--- config.mk ---
export PLATFORM = sky130hd
export DESIGN_NAME = parking_meter_core
export DESIGN_NICKNAME = d
export VERILOG_FILES = /design/src/rtl/parking_meter_core_pkg.sv /design/src/rtl/parking_meter_core_bcd.sv /design/src/rtl/parking_meter_core.sv
export SDC_FILE = /design/constraint.sdc
export NUM_CORES = 1
export LEC_CHECK = 0
export CORE_UTILIZATION = 61
export CTS_CLUSTER_DIAMETER = 150
export DETAILED_ROUTE_END_ITERATION = 6
export PLACE_DENSITY = 0.83
export SLEW_MARGIN = 20
export SYNTH_ARGS = -nofsm -noshare
export SYNTH_HDL_FRONTEND = slang
export SYNTH_SLANG_ARGS = --single-unit
--- constraint.sdc ---
create_clock -name clk -period 9.79 [get_ports clk]
set_input_delay 2.937 -clock clk [delete_from_list [all_inputs] [get_ports clk]]
set_output_delay 2.937 -clock clk [all_outputs]
set_load 0.05 [all_outputs]
--- src/rtl/parking_meter_core_pkg.sv ---
// Parking meter shared types: sensor and converter states,
// seven-segment code table and the credit ceiling helper.
package parking_meter_core_pkg;

    typedef enum logic [1:0] {
        IDLE = 2'b00,
        S1   = 2'b01,
        S2   = 2'b10,
        S3   = 2'b11
    } sensor_state_t;

    typedef enum logic [1:0] {
        CV_IDLE  = 2'b00,
        CV_SHIFT = 2'b01,
        CV_DONE  = 2'b10
    } conv_state_t;

    // Active-low {dp,g,f,e,d,c,b,a}, dp held off.
    localparam logic [7:0] SEG_TABLE [10] = '{
        8'hC0, 8'hF9, 8'hA4, 8'hB0, 8'h99,
        8'h92, 8'h82, 8'hF8, 8'h80, 8'h90
    };

    localparam logic [7:0] SEG_BLANK = 8'hFF;

    function automatic logic [7:0] seg_code(input logic [3:0] d);
        return (d < 4'd10) ? SEG_TABLE[d] : SEG_BLANK;
    endfunction

    function automatic longint max_count(input int cnt_w, input int digits);
        longint dec;
        longint bin;
        dec = 1;
        for (int i = 0; i < digits; i++) dec = dec * 10;
        bin = (longint'(1) << cnt_w) - 1;
        return (bin < dec - 1) ? bin : dec - 1;
    endfunction

endpackage

--- src/rtl/parking_meter_core_bcd.sv ---
// Sequential shift-add-3 binary to BCD converter.
// Snapshots bin on start, shifts CNT_W times, then pulses done.
module bin_to_bcd_seq
    import parking_meter_core_pkg::*;
#(
    parameter int CNT_W  = 14,
    parameter int DIGITS = 4
) (
    input  logic                clk,
    input  logic                reset,
    input  logic                start,
    input  logic [CNT_W-1:0]    bin,
    output logic                done,
    output logic [4*DIGITS-1:0] bcd
);

    localparam int NW = $clog2(CNT_W + 1);

    conv_state_t         state;
    conv_state_t         state_next;
    logic [CNT_W-1:0]    shreg;
    logic [4*DIGITS-1:0] acc;
    logic [4*DIGITS-1:0] acc_adj;
    logic [NW-1:0]       n;
    logic                last;

    assign last = (n == NW'(CNT_W - 1));
    assign done = (state == CV_DONE);
    assign bcd  = acc;

    always_comb begin
        acc_adj = acc;
        for (int d = 0; d < DIGITS; d++) begin
            if (acc[4*d +: 4] >= 4'd5) acc_adj[4*d +: 4] = acc[4*d +: 4] + 4'd3;
        end
    end

    always_ff @(posedge clk) begin
        if (reset) state <= CV_IDLE;
        else       state <= state_next;
    end

    always_comb begin
        state_next = state;
        case (state)
            CV_IDLE:  if (start) state_next = CV_SHIFT;
            CV_SHIFT: if (last)  state_next = CV_DONE;
            CV_DONE:  state_next = CV_IDLE;
            default:  state_next = CV_IDLE;
        endcase
    end

    always_ff @(posedge clk) begin
        if (reset) begin
            shreg <= '0;
            acc   <= '0;
            n     <= '0;
        end else begin
            case (state)
                CV_IDLE: begin
                    if (start) begin
                        shreg <= bin;
                        acc   <= '0;
                        n     <= '0;
                    end
                end
                CV_SHIFT: begin
                    acc   <= {acc_adj[4*DIGITS-2:0], shreg[CNT_W-1]};
                    shreg <= shreg << 1;
                    n     <= n + NW'(1);
                end
                default: ;
            endcase
        end
    end

endmodule

--- src/rtl/parking_meter_core.sv ---
// Parking meter core: coin sensor FSM, credit counter with
// time-unit prescaler, and multiplexed seven-segment display.
module parking_meter_core
    import parking_meter_core_pkg::*;
#(
    parameter int DIGITS      = 4,
    parameter int CNT_W       = 14,
    parameter int CREDIT      = 15,
    parameter int TICK_DIV    = 50_000_000,
    parameter int REFRESH_DIV = 65_536,
    parameter int BLANK       = 1
) (
    input  logic              clk,
    input  logic              reset,
    input  logic              a,
    input  logic              b,
    output logic [CNT_W-1:0]  count,
    output logic              expired,
    output logic              coin_tick,
    output logic [DIGITS-1:0] an,
    output logic [7:0]        sseg
);

    localparam logic [CNT_W-1:0] MAX = CNT_W'(max_count(CNT_W, DIGITS));
    localparam int TW = (TICK_DIV > 1) ? $clog2(TICK_DIV) : 1;
    localparam int RW = (REFRESH_DIV > 1) ? $clog2(REFRESH_DIV) : 1;
    localparam int DW = (DIGITS > 1) ? $clog2(DIGITS) : 1;

    sensor_state_t       state;
    sensor_state_t       state_next;
    logic                coin;
    logic                tick;
    logic [TW-1:0]       tick_cnt;
    logic [RW-1:0]       ref_cnt;
    logic [DW-1:0]       idx;
    logic [CNT_W:0]      sum;
    logic [CNT_W-1:0]    sat;
    logic [CNT_W-1:0]    count_next;
    logic                conv_done;
    logic [4*DIGITS-1:0] conv_bcd;
    logic [4*DIGITS-1:0] disp;
    logic [DIGITS-1:0]   blank;
    logic [3:0]          cur;

    assign tick      = (tick_cnt == TW'(TICK_DIV - 1));
    assign expired   = (count == '0);
    assign coin_tick = coin;

    always_ff @(posedge clk) begin
        if (reset) state <= IDLE;
        else       state <= state_next;
    end

    // Out-of-order patterns hold; only 00 escapes early, without a coin.
    always_comb begin
        state_next = state;
        coin       = 1'b0;
        case (state)
            IDLE: if (a && !b) state_next = S1;
            S1: begin
                if (a && b)        state_next = S2;
                else if (!a && !b) state_next = IDLE;
            end
            S2: begin
                if (!a && b)       state_next = S3;
                else if (!a && !b) state_next = IDLE;
            end
            S3: begin
                if (!a && !b) begin
                    state_next = IDLE;
                    coin       = 1'b1;
                end
            end
            default: state_next = IDLE;
        endcase
    end

    assign sum = {1'b0, count} + (CNT_W+1)'(CREDIT);
    assign sat = (sum > {1'b0, MAX}) ? MAX : sum[CNT_W-1:0];

    always_comb begin
        count_next = count;
        if (coin)
            count_next = tick ? sat - CNT_W'(1) : sat;
        else if (tick && count != '0)
            count_next = count - CNT_W'(1);
    end

    always_ff @(posedge clk) begin
        if (reset) begin
            count    <= '0;
            tick_cnt <= '0;
            ref_cnt  <= '0;
            idx      <= '0;
            disp     <= '0;
        end else begin
            count    <= count_next;
            tick_cnt <= tick ? '0 : tick_cnt + TW'(1);
            if (ref_cnt == RW'(REFRESH_DIV - 1)) begin
                ref_cnt <= '0;
                idx     <= (idx == DW'(DIGITS - 1)) ? '0 : idx + DW'(1);
            end else begin
                ref_cnt <= ref_cnt + RW'(1);
            end
            if (conv_done) disp <= conv_bcd;
        end
    end

    bin_to_bcd_seq #(
        .CNT_W  (CNT_W),
        .DIGITS (DIGITS)
    ) u_bcd (
        .clk   (clk),
        .reset (reset),
        .start (1'b1),
        .bin   (count),
        .done  (conv_done),
        .bcd   (conv_bcd)
    );

    // Digit 0 is never blanked so an empty meter still reads 0.
    always_comb begin
        logic zero_above;
        blank      = '0;
        zero_above = 1'b1;
        for (int d = DIGITS - 1; d > 0; d--) begin
            zero_above = zero_above & (disp[4*d +: 4] == 4'd0);
            blank[d]   = (BLANK != 0) & zero_above;
        end
    end

    assign cur  = disp[{idx, 2'b00} +: 4];
    assign an   = blank[idx] ? '1 : ~(DIGITS'(1) << idx);
    assign sseg = blank[idx] ? SEG_BLANK : seg_code(cur);

endmodule
==> flow_summary.yaml <==
sta:
  holdWs_ns: 0.460
  finalSetupViolations: 0
  finalHoldViolCount: 0
  period_needed_ns: 8.19
  maxSlewHeadroom: 0.315
  fin_crit_sh: 0.837
  final_max_slew_viol_count: 0
  rsz0062_at_grt: "false"
  max_freq_mhz: 122
  fin_setup_tns_ns: 0
  finClkSkew_ns: 0.0114
  tightest_slew_ns: 1.03
setup_path:
  crit_path_max_fanout: 20
  critPathMaxStageDelay_ns: 0.91
  path_buf_inv: 4
  cp-end-kind: "output pin"
  critPathSlowestCell: "clkdlybuf4s50_1"
  crit_type: "in -> out"
  cp_cell_sequence: "clkdlybuf4s50_1 -> nor2_1 -> nand3_1 -> buf_4 -> inv_1 -> clkdlybuf4s50_1"
  critPathTopFamily: "buffers and inverters"
  worst-endpoint-required_ns: 6.85
  crit_top_cell: "clkdlybuf4s50_1"
  arrival_ns: 5.25
  start_kind: "input port"
synthesis:
  syn_nets: 829
  synthSimpleGateAreaFrac: 0.271
  syn-cell-area_um2: 6390
  synth_area_leaders: "dfxtp_1, nor2_1, nand2_1, xnor2_1, ha_1"
  synth_seq_area_share: 0.351
  synth_compound_area_frac: 0.139
  muxShareOfSynthArea: 0.0519
  synth_top_cell_area_share: 0.351
  yosysWarningCount: 0
  yosysTopAreaCell: "dfxtp_1"
  synth_xor_area_frac: 0.0891
  synthAdderAreaFrac: 0.0450
  synth_edf_count: 0
  synth_cells: 802
  synth_top_family_by_area: "simple AND/OR/NAND/NOR gates"
  synth_flop_cell: "dfxtp_1"
  async_flop_share: 0
  synth_cell_type_count: 65
  synth-seq-cells: 112
  synth_area_per_cell_um2: 7.97
finish:
  nets: 820
  synthToLayoutAreaGrowth_pct: 6.38
  nFillCells: 834
  seqCellArea_um2: 2240
  final_common_cell: "nor2_1"
  diodes: 0
  layout-drive-gt1-share: 0.0527
  mostFrequentLayoutCells: "nor2_1, dfxtp_1, nand2_1, a21oi_1, xnor2_1"
  multi_input_area_um2: 3810
routing:
  drc_errors: 0
  routed-wl-met2_um: 6750
  wl_met3_um: 634
  avgViaCountPerCell: 5.86
  met1_length_um: 6080
  dr.max_layer_used: "met4"
  finalWirelength_um: 13700
  drt_first_pass_iters: 5
  drt-wirelength-per-cell_um: 14.7
  drtAntennaViolNets: 0
  drt_iter0_drc: 287
  vias: 5453
clocking:
  worstSkewPairLatency_ns: 0.39
  cts_buffer_depth: 2
  cts_buffers: 9
  cts_hold_buf: 0
  cts_tree: "yes"
  cts.clk_slew.worst_paths_ns: 0.10
  cts_resized: 0
  htreeDepth: 3
  clkSinkCount: 112
  post-cts-setup-buffers: 0
  root_buffer: "clkbuf_8"
grt:
  antenna_found_initial: 0
  grt.overflow.total: 0
  grt_max_degree: 77
  grt_pass1_wl_um: 23700
  grt_usage: 0.262
  first_global_vias: 5141
place:
  hpwl_um: 9500
  gp_congestion: 0.954
  place.port_buffers: 30
floorplan:
  core_area_um2: 9950
  dieWidth_um: 104
  start_util: 0.642
  rows: 36
  dieArea_um2: 10900
  ios: 32
  die_h_um: 104
run:
  drv_cap: 0
power:
  powerDensity_nw_per_um2: 108
  peakVddDrop_mv: 0.0751
  leakagePower_nw: 2.44
min_path:
  hold_class: "reg -> reg"
status:
  status: "completed"
[cells by family after synthesis]
family                   Yosys count
multiplexers                      29
flip-flops                       112
AND/OR/NAND/NOR                  358
other                              1
AO/OA/AOI/OAI                    136
adder cells (fa/ha/maj)           23
XOR/XNOR                          65
buffers and inverters             78
[tightest hold or removal path, stage by stage, from the launching register on]
cell     delay [ns]
dfxtp_1        0.32
nand2_1        0.05
a21oi_1        0.05
[through the flow]
step / total power [mW] / cells / setup slack (ns) / util / area, um^2
finish: 0.736 / 930 / 1.60 / 0.683 / 6800
global route: 0.765 / 930 / 1.48 / 0.683 / 6800
CTS: 0.743 / 930 / 1.61 / 0.683 / 6800
detailed placement: 0.497 / 915 / 1.62 / 0.666 / 6630
global placement: 0.496 / 915 / 1.66 / 0.666 / 6630
floorplan: 0.490 / 802 / 2.62 / - / 6390
[cells in the mapped netlist, types with 2 or more instances]
cell type,number
and2_1,4
ha_1,23
buf_6,4
mux4_2,3
buf_2,7
nand4b_1,2
o21a_1,2
o211ai_1,2
o31ai_1,5
mux2_2,2
nand2_1,88
nor4b_1,3
clkbuf_1,37
nor2b_1,6
xor2_1,31
or3b_1,2
mux2i_1,23
and4_1,5
nor2_1,125
a32o_1,2
a221oi_2,4
dfxtp_1,112
or2_2,4
nand2b_1,11
nor4bb_1,2
and3_1,14
nor3_1,23
nor4_1,9
a22oi_1,16
o21ai_0,29
a31oi_1,7
a311oi_1,3
xnor2_1,34
a21oi_1,51
inv_1,25
nand3_1,30
o21ai_2,2
buf_1,4
or4_1,2
or3_1,10
nand4_1,10
[power by group]
group	internal [mW]	total, mW	switching, mW	leakage, nW
registers	0.458	0.461	0.00304	0.904
clock network	0.0982	0.250	0.152	0.0862
logic	0.00722	0.0246	0.0174	1.45
[area by class of cell]
| cell class | instances | share of cell area |
|---|---|---|
| timing repair buffer | 33 | 0.0468 |
| tap | 133 | 0.0245 |
| clock inverter | 3 | 0.00276 |
| clock buffer | 12 | 0.0214 |
| multi-input combinational | 612 | 0.561 |
| sequential | 112 | 0.330 |
| inverter | 25 | 0.0138 |
[registers in the layout, indices dropped and copies added (netlist names)]
register     flops
tick_cnt        26
disp            16
ref_cnt         16
u_bcd.bcd       16
count           14
u_bcd.shreg     14
u_bcd.n          4
idx              2
state            2
u_bcd.state      2
[worst paths after layout]
check                        start                     end  slack [ns]  depth (start not counted)
max reg2reg  count[0]$_SDFFE_PP0P_  count[12]$_SDFFE_PP0P_        5.25                         16
min reg2reg   disp[1]$_SDFFE_PP0N_    disp[1]$_SDFFE_PP0N_        0.46                          2
max                              b               coin_tick        1.60                          6
min           disp[1]$_SDFFE_PP0N_    disp[1]$_SDFFE_PP0N_        0.46                          2
[metal layers]
layer,vias to the layer above,global-route usage
met3,21,0.0645
li1,2746,-
met1,2551,0.325
met5,-,0
met4,0,0.0806
met2,135,0.445
(Power assumes the default switching activity.)
